`src/rtl/sincronizador_botoes_4_pkg.sv`:
```
`default_nettype none
// ============================================================================
//  Module      : sincronizador_botoes_4_pkg
//  Description : Shared definitions for the button synchronizer front-end and
//                the downstream 4-to-2 access-code encoder. It provides the
//                one-hot request codes, the FSM state encodings and a helper
//                that picks the lowest-index request.
//  Revision    : 1.0 - initial release
// ============================================================================
package sincronizador_botoes_4_pkg;

  // One-hot request type carried on the encoder input bus
  typedef logic [3:0] onehot_t;

  // One-hot codes, shared with the 4-to-2 encoder
  localparam onehot_t W0 = 4'b0001;
  localparam onehot_t W1 = 4'b0010;
  localparam onehot_t W2 = 4'b0100;
  localparam onehot_t W3 = 4'b1000;

  // Output FSM state encodings
  localparam logic [0:0] IDLE = 1'b0;
  localparam logic [0:0] HOLD = 1'b1;

  // Fixed priority: lowest index wins. The result is always zero or exactly
  // one of W0..W3, so the encoder never sees a multi-bit pattern.
  function automatic onehot_t lowest_set(input onehot_t req);
    onehot_t r;
    r = '0;
    if (req[0])      r = W0;
    else if (req[1]) r = W1;
    else if (req[2]) r = W2;
    else if (req[3]) r = W3;
    return r;
  endfunction

endpackage : sincronizador_botoes_4_pkg
`default_nettype wire

```
`src/rtl/sincronizador_botoes_4_if.sv`:
```
`default_nettype none
// ============================================================================
//  Module      : sincronizador_botoes_4_if
//  Description : Bundle between the raw button lines / encoder consumer and
//                the button synchronizer.
//                  botoes_in   : raw, asynchronous button/sensor lines
//                  ack         : consumer has taken the current code
//                  one_hot_out : one-hot request to the encoder (0 if idle)
//                  valid       : one_hot_out carries a live request
//                  overrun     : one-cycle pulse, press on a pending channel
//                  debounced   : debounced level of each line (status LEDs)
//                modport master : the synchronizer (drives the request side)
//                modport slave  : the environment / consumer
//  Revision    : 1.0 - initial release
// ============================================================================
interface sincronizador_botoes_4_if;
  import sincronizador_botoes_4_pkg::*;

  logic [3:0] botoes_in;
  logic       ack;
  onehot_t    one_hot_out;
  logic       valid;
  logic       overrun;
  logic [3:0] debounced;

  modport master (
    input  botoes_in,
    input  ack,
    output one_hot_out,
    output valid,
    output overrun,
    output debounced
  );

  modport slave (
    output botoes_in,
    output ack,
    input  one_hot_out,
    input  valid,
    input  overrun,
    input  debounced
  );

endinterface : sincronizador_botoes_4_if
`default_nettype wire

```
`src/rtl/sincronizador_botoes_4_debounce_canal.sv`:
```
`default_nettype none
// ============================================================================
//  Module      : debounce_canal
//  Description : One button channel: polarity normalisation, 2-FF
//                synchronizer, debounce counter and press-edge detector.
//  Ports       : clk    - system clock
//                reset  - asynchronous, active-high reset
//                i_raw  - raw asynchronous line
//                o_deb  - debounced level (1 = pressed)
//                o_rise - one-cycle pulse on a debounced press
//  Revision    : 1.0 - initial release
// ============================================================================
module debounce_canal
  import sincronizador_botoes_4_pkg::*;
#(
  parameter int DEBOUNCE_CYCLES = 500000,  // must be >= 2
  parameter bit ACTIVE_LOW      = 1'b0
) (
  input  wire logic clk,
  input  wire logic reset,
  input  wire logic i_raw,
  output logic      o_deb,
  output logic      o_rise
);

  // Counter only needs to reach DEBOUNCE_CYCLES-1, so clog2 bits suffice
  localparam int          CW       = (DEBOUNCE_CYCLES > 2) ? $clog2(DEBOUNCE_CYCLES) : 1;
  localparam logic [CW-1:0] CNT_LAST = CW'(DEBOUNCE_CYCLES - 1);

  logic          w_n;
  logic          r_s1;
  logic          r_s2;
  logic          r_deb;
  logic          r_deb_q;
  logic [CW-1:0] r_cnt;

  // Normalise so that 1 always means "pressed"; the sync chain then resets
  // to the inactive level regardless of line polarity.
  assign w_n = i_raw ^ ACTIVE_LOW;

  always_ff @(posedge clk or posedge reset) begin
    if (reset) begin
      r_s1    <= 1'b0;
      r_s2    <= 1'b0;
      r_deb   <= 1'b0;
      r_deb_q <= 1'b0;
      r_cnt   <= '0;
    end else begin
      r_s1    <= w_n;
      r_s2    <= r_s1;
      r_deb_q <= r_deb;
      if (r_s2 == r_deb) begin
        // Any sample agreeing with the current level restarts the count
        r_cnt <= '0;
      end else if (r_cnt == CNT_LAST) begin
        r_deb <= r_s2;
        r_cnt <= '0;
      end else begin
        r_cnt <= r_cnt + CW'(1);
      end
    end
  end

  assign o_deb  = r_deb;
  // Only presses produce an event; releases are silent
  assign o_rise = r_deb & ~r_deb_q;

endmodule : debounce_canal
`default_nettype wire

```
`src/rtl/sincronizador_botoes_4.sv`:
```
`default_nettype none
// ============================================================================
//  Module      : sincronizador_botoes_4
//  Description : Front-end of the 4-to-2 access-code encoder. Four raw
//                button lines are synchronised and debounced; each debounced
//                press becomes a pending request. Requests are arbitrated
//                (lowest index wins) and one one-hot code is held on the
//                encoder input until the consumer acknowledges it.
//  Ports       : clk    - system clock, rising edge
//                reset  - asynchronous, active-high reset
//                if_bus - sincronizador_botoes_4_if.master
//                         (botoes_in, ack in; one_hot_out, valid, overrun,
//                          debounced out)
//  Revision    : 1.0 - initial release
// ============================================================================
module sincronizador_botoes_4
  import sincronizador_botoes_4_pkg::*;
#(
  parameter int DEBOUNCE_CYCLES = 500000,  // stable samples per level change
  parameter bit ACTIVE_LOW      = 1'b0     // 1 = raw lines are active-low
) (
  input  wire logic                 clk,
  input  wire logic                 reset,
  sincronizador_botoes_4_if.master  if_bus
);

  logic [3:0] w_deb;
  logic [3:0] w_rise;
  onehot_t    w_req;
  onehot_t    w_grant;
  onehot_t    w_load;
  logic [3:0] w_pending_nxt;
  logic       w_overrun_nxt;

  logic [0:0] r_state;
  logic [3:0] r_pending;
  onehot_t    r_one_hot;
  logic       r_valid;
  logic       r_overrun;

  // --------------------------------------------------------------------------
  // Per-channel synchronizer + debounce
  // --------------------------------------------------------------------------
  for (genvar gi = 0; gi < 4; gi++) begin : g_canal
    debounce_canal #(
      .DEBOUNCE_CYCLES (DEBOUNCE_CYCLES),
      .ACTIVE_LOW      (ACTIVE_LOW)
    ) u_canal (
      .clk    (clk),
      .reset  (reset),
      .i_raw  (if_bus.botoes_in[gi]),
      .o_deb  (w_deb[gi]),
      .o_rise (w_rise[gi])
    );
  end

  // --------------------------------------------------------------------------
  // Arbitration
  // --------------------------------------------------------------------------
  // A press arriving this cycle can be served immediately, so the request
  // vector includes the live rise pulses as well as the stored pending bits.
  assign w_req   = r_pending | w_rise;
  assign w_grant = lowest_set(w_req);
  assign w_load  = (r_state == IDLE) ? w_grant : '0;

  // Pending update:
  //  - the loaded channel is cleared,
  //  - except when it was already pending and a new press arrives in the
  //    same cycle: the old request is loaded and the new one stays pending,
  //  - a rise that is itself loaded (channel not pending) is consumed.
  assign w_pending_nxt = (w_req & ~w_load) | (r_pending & w_rise & w_load);

  // A press on a channel that is still pending (and not being loaded now)
  // is coalesced into the existing request and flagged.
  assign w_overrun_nxt = |(r_pending & w_rise & ~w_load);

  // --------------------------------------------------------------------------
  // Output FSM
  // --------------------------------------------------------------------------
  always_ff @(posedge clk or posedge reset) begin
    if (reset) begin
      r_state   <= IDLE;
      r_pending <= '0;
      r_one_hot <= '0;
      r_valid   <= 1'b0;
      r_overrun <= 1'b0;
    end else begin
      r_pending <= w_pending_nxt;
      r_overrun <= w_overrun_nxt;
      case (r_state)
        IDLE: begin
          if (w_req != '0) begin
            r_one_hot <= w_grant;
            r_valid   <= 1'b1;
            r_state   <= HOLD;
          end
        end
        HOLD: begin
          // Code is frozen until the consumer takes it; returning to IDLE
          // guarantees one idle cycle between back-to-back requests.
          if (if_bus.ack) begin
            r_one_hot <= '0;
            r_valid   <= 1'b0;
            r_state   <= IDLE;
          end
        end
        default: begin
          r_one_hot <= '0;
          r_valid   <= 1'b0;
          r_state   <= IDLE;
        end
      endcase
    end
  end

  assign if_bus.one_hot_out = r_one_hot;
  assign if_bus.valid       = r_valid;
  assign if_bus.overrun     = r_overrun;
  assign if_bus.debounced   = w_deb;

endmodule : sincronizador_botoes_4
`default_nettype wire
```
`src/flat_wrapper.sv`:
```
// flat-port wrapper written by rule: the top's interface ports become plain ports
module sincronizador_botoes_4_flat import sincronizador_botoes_4_pkg::*;
#(
  parameter int DEBOUNCE_CYCLES = 500000,                                    
  parameter bit ACTIVE_LOW      = 1'b0                                    
)
  (clk, reset, if_bus_botoes_in, if_bus_ack, if_bus_one_hot_out, if_bus_valid, if_bus_overrun, if_bus_debounced);
  sincronizador_botoes_4_if if_bus_i ();
  input  wire logic clk;
  input  wire logic reset;
  input wire logic [$bits(if_bus_i.botoes_in)-1:0] if_bus_botoes_in;
  input wire logic [$bits(if_bus_i.ack)-1:0] if_bus_ack;
  output wire logic [$bits(if_bus_i.one_hot_out)-1:0] if_bus_one_hot_out;
  output wire logic [$bits(if_bus_i.valid)-1:0] if_bus_valid;
  output wire logic [$bits(if_bus_i.overrun)-1:0] if_bus_overrun;
  output wire logic [$bits(if_bus_i.debounced)-1:0] if_bus_debounced;
  assign if_bus_i.botoes_in = if_bus_botoes_in;
  assign if_bus_i.ack = if_bus_ack;
  assign if_bus_one_hot_out = if_bus_i.one_hot_out;
  assign if_bus_valid = if_bus_i.valid;
  assign if_bus_overrun = if_bus_i.overrun;
  assign if_bus_debounced = if_bus_i.debounced;
  sincronizador_botoes_4 #(.DEBOUNCE_CYCLES(DEBOUNCE_CYCLES), .ACTIVE_LOW(ACTIVE_LOW)) u_core (.clk(clk), .reset(reset), .if_bus(if_bus_i));
endmodule
```
`config.mk`:
```
export PLATFORM = sky130hd
export DESIGN_NAME = sincronizador_botoes_4_flat
export DESIGN_NICKNAME = d
export VERILOG_FILES = /design/src/rtl/sincronizador_botoes_4_pkg.sv /design/src/rtl/sincronizador_botoes_4_if.sv /design/src/rtl/sincronizador_botoes_4_debounce_canal.sv /design/src/rtl/sincronizador_botoes_4.sv /design/src/flat_wrapper.sv
export SDC_FILE = /design/constraint.sdc
export NUM_CORES = 1
export LEC_CHECK = 0
export CAP_MARGIN = 20
export CORE_MARGIN = 2
export CORE_UTILIZATION = 40
export DETAILED_ROUTE_END_ITERATION = 16
export PLACE_DENSITY = 0.53
export SETUP_SLACK_MARGIN = 0.2
export SYNTH_ARGS = -nofsm -noshare
export SYNTH_HDL_FRONTEND = slang
export SYNTH_SLANG_ARGS = --single-unit
```
`constraint.sdc`:
```
create_clock -name clk -period 4.47 [get_ports clk]
set_clock_uncertainty 0.1 [all_clocks]
set_input_delay 0.894 -clock clk [delete_from_list [all_inputs] [get_ports clk]]
set_output_delay 0.894 -clock clk [all_outputs]
set_load 0.01 [all_outputs]
```
==> results.toml, run 1 <==
[status]
status = "finished, final reports clean"

[global_route]
grt_use_total = 0.153
grt_use_met3 = 0.0503
grt.busiest_layer = "met2"
met2_usage = 0.257
antenna_found_initial = 0
grt_use_met1 = 0.187
grt_max_degree = 57
overflow = 0
grt_pass1_wl_mm = 16.0
grt_pass1_vias = 3511

[final_layout]
antenna_cells = 0
nets = 502
num-fill-cells = 1171
drive_above_1_share = 0.0867
fin_area_um2 = 5490
area_growth_syn_to_layout_pct = 13.1

[placement]
place_ws_ns = 2.16
place_area_um2 = 5160
hpwl_mm = 6.08
port_buffers = 16
finalWeightedCongestion = 0.805

[clock_tree]
clock_path_buffers = 2
htreeDepth = 3
postCtsHoldBufs = 0
cts.sinks = 103
clk_latency_ns = 0.35
cts_setup_buffers = 0
numCtsBuffers = 9
cts.clk_slew.worst_paths_ns = 0.07
cts_resized = 0
cts_tree = "built"
root_buffer = "clkbuf_16"

[yosys]
muxShareOfSynthArea = 0.00928
ys_async_sr_fraction = 1.00
syn_inst = 473
ys_seq_elements = 103
ys_seq_area_frac = 0.531
synth_top_area_cell = "dfrtp_1"
synth.distinct_cells = 52
synth_top_family_by_area = "simple AND/OR/NAND/NOR gates"
yosys.area_share.xor_xnor = 0.101
synth_adder_area_share = 0.0144
synth_area_leaders = "dfrtp_1, xnor2_1, nor2_1"
synth_top_area_share = 0.531
syn_nets = 484
synthesis.area_um2 = 4850
yosys_most_used_dff = "dfrtp_1"
synthTopCellsByCount = "dfrtp_1, nor2_1, xnor2_1"
synth-simple-area-share = 0.242
post-synth-top-count-cell = "dfrtp_1"
synth_edf_count = 0
synth_compound_area_frac = 0.0742
avgSynthCellArea_um2 = 10.3
yosys_warnings = 0

[route]
viasPerCell = 5.32
ant_nets = 0
vias = 3423
wl_mm = 8.95
drc = 0
dr.pass1.iters = 4
wl_per_cell_um = 13.9
first_iter_violations = 180

[setup_path]
cp.buffers_inverters = 1
critPathCaptureType = "output port"
cp_slowest_cell = "clkdlybuf4s50_1"
slowest_delay_ns = 0.59
required_ns = 3.48
crit_family = "buffers and inverters"
crit_chain = "clkdlybuf4s50_1"
start_kind = "register"
path_class = "reg -> out"
cp.arrival_ns = 1.39
path_max_fanout = 6

[pwr]
internal_power_w = 0.00147
peakVddDrop_mv = 0.198
p_leak_nw = 2.19
share_seq_of_total_power = 0.511
p_switching_w = 0.000397
finalPower_w = 0.00187
power_density_nw_per_um2 = 340
swShare = 0.212
pwr-share-comb = 0.031
clockPowerShare = 0.458

[die]
core_area_um2 = 11900
ios = 17
die_w_um = 114
die_area_um2 = 13000
start_util = 0.408
rows = 40
die_h_um = 114

[sta]
clock.fmax_mhz = 420
finalCritPeriodShare = 0.532
maxSlewViolCount = 0
tns_ns = 0
hold_viol = 0
slew_headroom = 0.503
setup_ws_ns = 2.09
period_needed_ns = 2.38
finalSetupViolCount = 0
rsz0062_at_grt = "false"
worst_slew_pin_slew_ns = 0.745

[flow_run]
maxCapViolCount = 0

[hold_path]
hp-class = "reg -> reg"
## cell families (layout without fill, tap and decap cells)
| logic type | Yosys count | count (layout) |
|---|---|---|
| adder cells (fa/ha/maj) | 6 | 6 |
| AND/OR/NAND/NOR | 221 | 221 |
| XOR/XNOR | 56 | 56 |
| buffers and inverters | 29 | 52 |
| multiplexers | 4 | 4 |
| flip-flops | 103 | 103 |
| AO/OA/AOI/OAI | 54 | 54 |
## layout make-up
type | count | area (µm²) | share of cell area
sequential | 103 | 2580 | 0.470
multi-input combinational | 341 | 2140 | 0.390
timing repair buffer | 19 | 195 | 0.0356
clock buffer | 12 | 246 | 0.0449
tap | 147 | 184 | 0.0335
clock inverter | 4 | 77.6 | 0.0141
inverter | 17 | 66.3 | 0.0121
## flip-flops by register name, summed over array words and instances (netlist names)
signal                          cells
u_core.g_canal.u_canal.r_cnt       76
u_core.g_canal.u_canal.o_deb        4
u_core.g_canal.u_canal.r_deb_q      4
u_core.g_canal.u_canal.r_s1         4
u_core.g_canal.u_canal.r_s2         4
u_core.if_bus.one_hot_out           4
u_core.r_pending                    4
u_core.if_bus.overrun               1
u_core.if_bus.valid                 1
u_core.r_state                      1
## path summary, 6_finish.rpt
check	from	cells after the start	slack (ns)	end
max	u_core.g_canal[1].u_canal.o_deb	1	2.09	if_bus_debounced[1]
min	u_core.g_canal[3].u_canal.r_s1	0	0.25	u_core.g_canal[3].u_canal.r_s2
max reg2reg	u_core.g_canal[3].u_canal.r_cnt[12]	4	2.17	u_core.g_canal[3].u_canal.r_cnt[8]
min reg2reg	u_core.g_canal[3].u_canal.r_s1	0	0.25	u_core.g_canal[3].u_canal.r_s2
max in group asynchronous	reset	3	2.70	u_core.g_canal[0].u_canal.r_cnt[12]
min in group asynchronous	reset	2	0.87	u_core.g_canal[2].u_canal.r_s1
## power by group through the flow
| stage | registers [W] | logic, W | clock network (W) |
|---|---|---|---|
| after global placement | 0.000973 | 0.0000598 | 0 |
| after detailed placement | 0.000974 | 0.0000600 | 0 |
| final | 0.000955 | 0.0000573 | 0.000856 |
| after CTS | 0.000955 | 0.0000604 | 0.000883 |
| after floorplan | 0.000971 | 0.0000403 | 0 |
| after global routing | 0.000957 | 0.0000683 | 0.000922 |
## through the flow
stage	utilization	hold WS, ns	instances
global placement	0.434	0.233	627
finish	0.461	0.250	643
global route	0.461	0.260	643
CTS	0.461	0.251	643
floorplan	-	0.231	473
detailed placement	0.434	0.235	627
## placed cells by master, fill, tap and decap left out, types with 2 or more instances in the layout
cell	n
bufinv_16	2
a31o_2	2
or4_1	9
or3_2	4
and4_1	5
o31ai_1	8
a31oi_1	2
ha_1	4
nor4b_1	3
nor3_1	13
dfrtp_1	103
nand3b_1	2
a21oi_1	17
clkbuf_16	9
nand3_1	27
o41ai_1	2
maj3_1	2
or2_2	4
buf_4	2
nand2_1	29
or4b_2	2
mux2_2	4
xnor2_1	37
and3_1	3
nor2b_1	4
clkdlybuf4s50_1	16
and2_1	3
o21ai_0	11
nor2_1	66
or3_1	5
nand4_1	19
nor4_1	15
nand4_2	2
inv_1	16
xor2_1	19
or4b_1	2
a21boi_0	2
clkbuf_1	2
## metal layers
layer  up-vias  part of all wire
li1       1722                 -
met1      1665              0.48
met2        27              0.47
met3         9             0.029
met4         0             0.014
met5         -                 0
Power figures use the tool's default switching activity.
==> run 2: changes to the inputs <==
- PLACE_DENSITY: 0.53 -> 0.55
- clock period: 4.47 -> 2.1 ns (I/O delays scaled with it)
==> run 2 against run 1 <==
  * Register-to-register slack lost 2.1 ns
  * Sequential power up 110%
  * Die area stayed put
  * Routed wire length grew 4.9%
  * Worst setup slack got worse by 2.1 ns
  * Via count grew 5.7%
  * Clock power is 83% higher
  * Global-route usage increased by 0.44 points
  * Critical path depth grew 3
==> results.toml, run 2 (synthesized netlist as in run 1, its figures left out) <==
[clock_tree]
clk_latency_ns = 0.35
numCtsBuffers = 9
cts.sinks = 103
root_buffer = "clkbuf_16"
clock_path_buffers = 2
htreeDepth = 3
cts.clk_slew.worst_paths_ns = 0.07
cts_tree = "built"

[setup_path]
path_max_fanout = 2
start_kind = "register"
critPathCaptureType = "register"
cp.arrival_ns = 2.21
required_ns = 2.23
path_class = "reg -> reg"

[hold_path]
hp-class = "reg -> reg"

[final_layout]
area_growth_syn_to_layout_pct = 22.8
antenna_cells = 0
nets = 545
drive_above_1_share = 0.206
instances_no_fill = 686
largest_register_ffs = 76
mostFrequentLayoutCells = "dfrtp_1, nor2_1, buf_4"
post-route-util = 0.500
regMostFlops = "u_core.g_canal.u_canal.r_cnt"
final_common_cell = "dfrtp_1"

[route]
wl_mm = 9.39
vias = 3619
ant_nets = 0
dr.pass1.iters = 4
wl_per_cell_um = 13.7
drc = 0
viasPerCell = 5.28
first_iter_violations = 210

[sta]
worst_slew_pin_slew_ns = 0.524
maxSlewViolCount = 0
finalCritPeriodShare = 0.990
hold_viol = 0
tns_ns = 0
slew_headroom = 0.648
rsz0062_at_grt = "true"
setup_ws_ns = 0.0206
finalSetupViolCount = 0
clock.fmax_mhz = 481
period_needed_ns = 2.08

[pwr]
p_leak_nw = 2.41
finalPower_w = 0.00377
peakVddDrop_mv = 0.615
power_density_nw_per_um2 = 632

[placement]
hpwl_mm = 6.51
dp_cells = 657
port_buffers = 16
finalWeightedCongestion = 0.795
place_ws_ns = 0.00272

[global_route]
antenna_found_initial = 0
grt_pass1_vias = 3480
grt_max_degree = 36
overflow = 0
grt_pass1_wl_mm = 16.4
grt_use_total = 0.157

[die]
die_w_um = 114
rows = 40
ios = 17
die_h_um = 114
die_area_um2 = 13000
core_area_um2 = 11900
start_util = 0.408

[status]
status = "finished, final reports clean"

[flow_run]
maxCapViolCount = 0
==> run 2: cell count changes in the layout (fill, tap and decap cells not counted), moves of 4 or more <==
| cell | before | now |
|---|---|---|
| buf_4 | 2 | 41 |
| buf_12 | 1 | 5 |
| nor2_1 | 66 | 62 |
| or4_1 | 9 | 5 |
| ha_1 | 4 | 0 |
| dfrtp_1 | 103 | 99 |
| dfrtp_2 | 0 | 4 |
| or4_4 | 1 | 5 |
==> run 2: what timing repair did <==
action / 4_1_cts / 5_1_grt
gates resized for setup: 7 / 20
pin swaps: 6 / 6
setup endpoints to repair: 29 / 60
hold buffers: 0 / 0
setup buffers: 7 / 6
endpoints found under the hold margin: 0 / 0
==> run 2: where the power goes <==
| group | internal (W) | total (W) | switching (W) |
|---|---|---|---|
| sequential | 0.00201 | 0.00204 | 0.0000277 |
| clock | 0.000835 | 0.00157 | 0.000734 |
| combinational | 0.0000681 | 0.000162 | 0.0000939 |
==> run 2: path summary, 6_finish.rpt <==
| check | startpoint | endpoint | slack (ns) | cells past startpoint |
|---|---|---|---|---|
| max in group asynchronous | reset | u_core.g_canal[0].u_canal.r_cnt[16] | 1.06 | 3 |
| max reg2reg | u_core.g_canal[3].u_canal.r_cnt[5] | u_core.g_canal[3].u_canal.o_deb | 0.02 | 4 |
| min in group asynchronous | reset | u_core.g_canal[2].u_canal.r_deb_q | 0.33 | 2 |
| min | u_core.g_canal[1].u_canal.r_s1 | u_core.g_canal[1].u_canal.r_s2 | 0.26 | 0 |
| max | u_core.g_canal[3].u_canal.r_cnt[5] | u_core.g_canal[3].u_canal.o_deb | 0.02 | 4 |
| min reg2reg | u_core.g_canal[1].u_canal.r_s1 | u_core.g_canal[1].u_canal.r_s2 | 0.26 | 0 |
==> run 2: layer usage <==
| metal | up-vias | global-route usage | wire (µm) |
|---|---|---|---|
| li1 | 1795 | - | - |
| met1 | 1758 | 0.207 | 4440 |
| met2 | 54 | 0.255 | 4580 |
| met3 | 12 | 0.0386 | 253 |
| met4 | 0 | 0.0537 | 115 |
| met5 | - | 0 | 0 |
==> run 2: layout make-up <==
class                           instances  area [µm²]
Fill cell                            1126        5950
Sequential cell                       103        2580
Multi-Input combinational cell        341        2280
Timing Repair Buffer                   62         566
Clock buffer                           11         243
Tap cell                              147         184
Inverter                               17        67.6
Clock inverter                          5        33.8
==> run 2: worst max-delay path, cell delays in order, from the launching register on <==
cell and delay (ns):
dfrtp_1 0.37, or4b_1 0.51, or4_4 0.58, nor2_4 0.11
mux2_4 0.29
==> run 2: per-stage QoR <==
step | instance area, µm² | hold WS, ns
2_1_floorplan | 4920 | 0.231
6_report | 5960 | 0.255
3_5_place_dp | 5500 | 0.246
3_3_place_gp | 5500 | 0.235
5_1_grt | 5960 | 0.267
4_1_cts | 5850 | 0.263
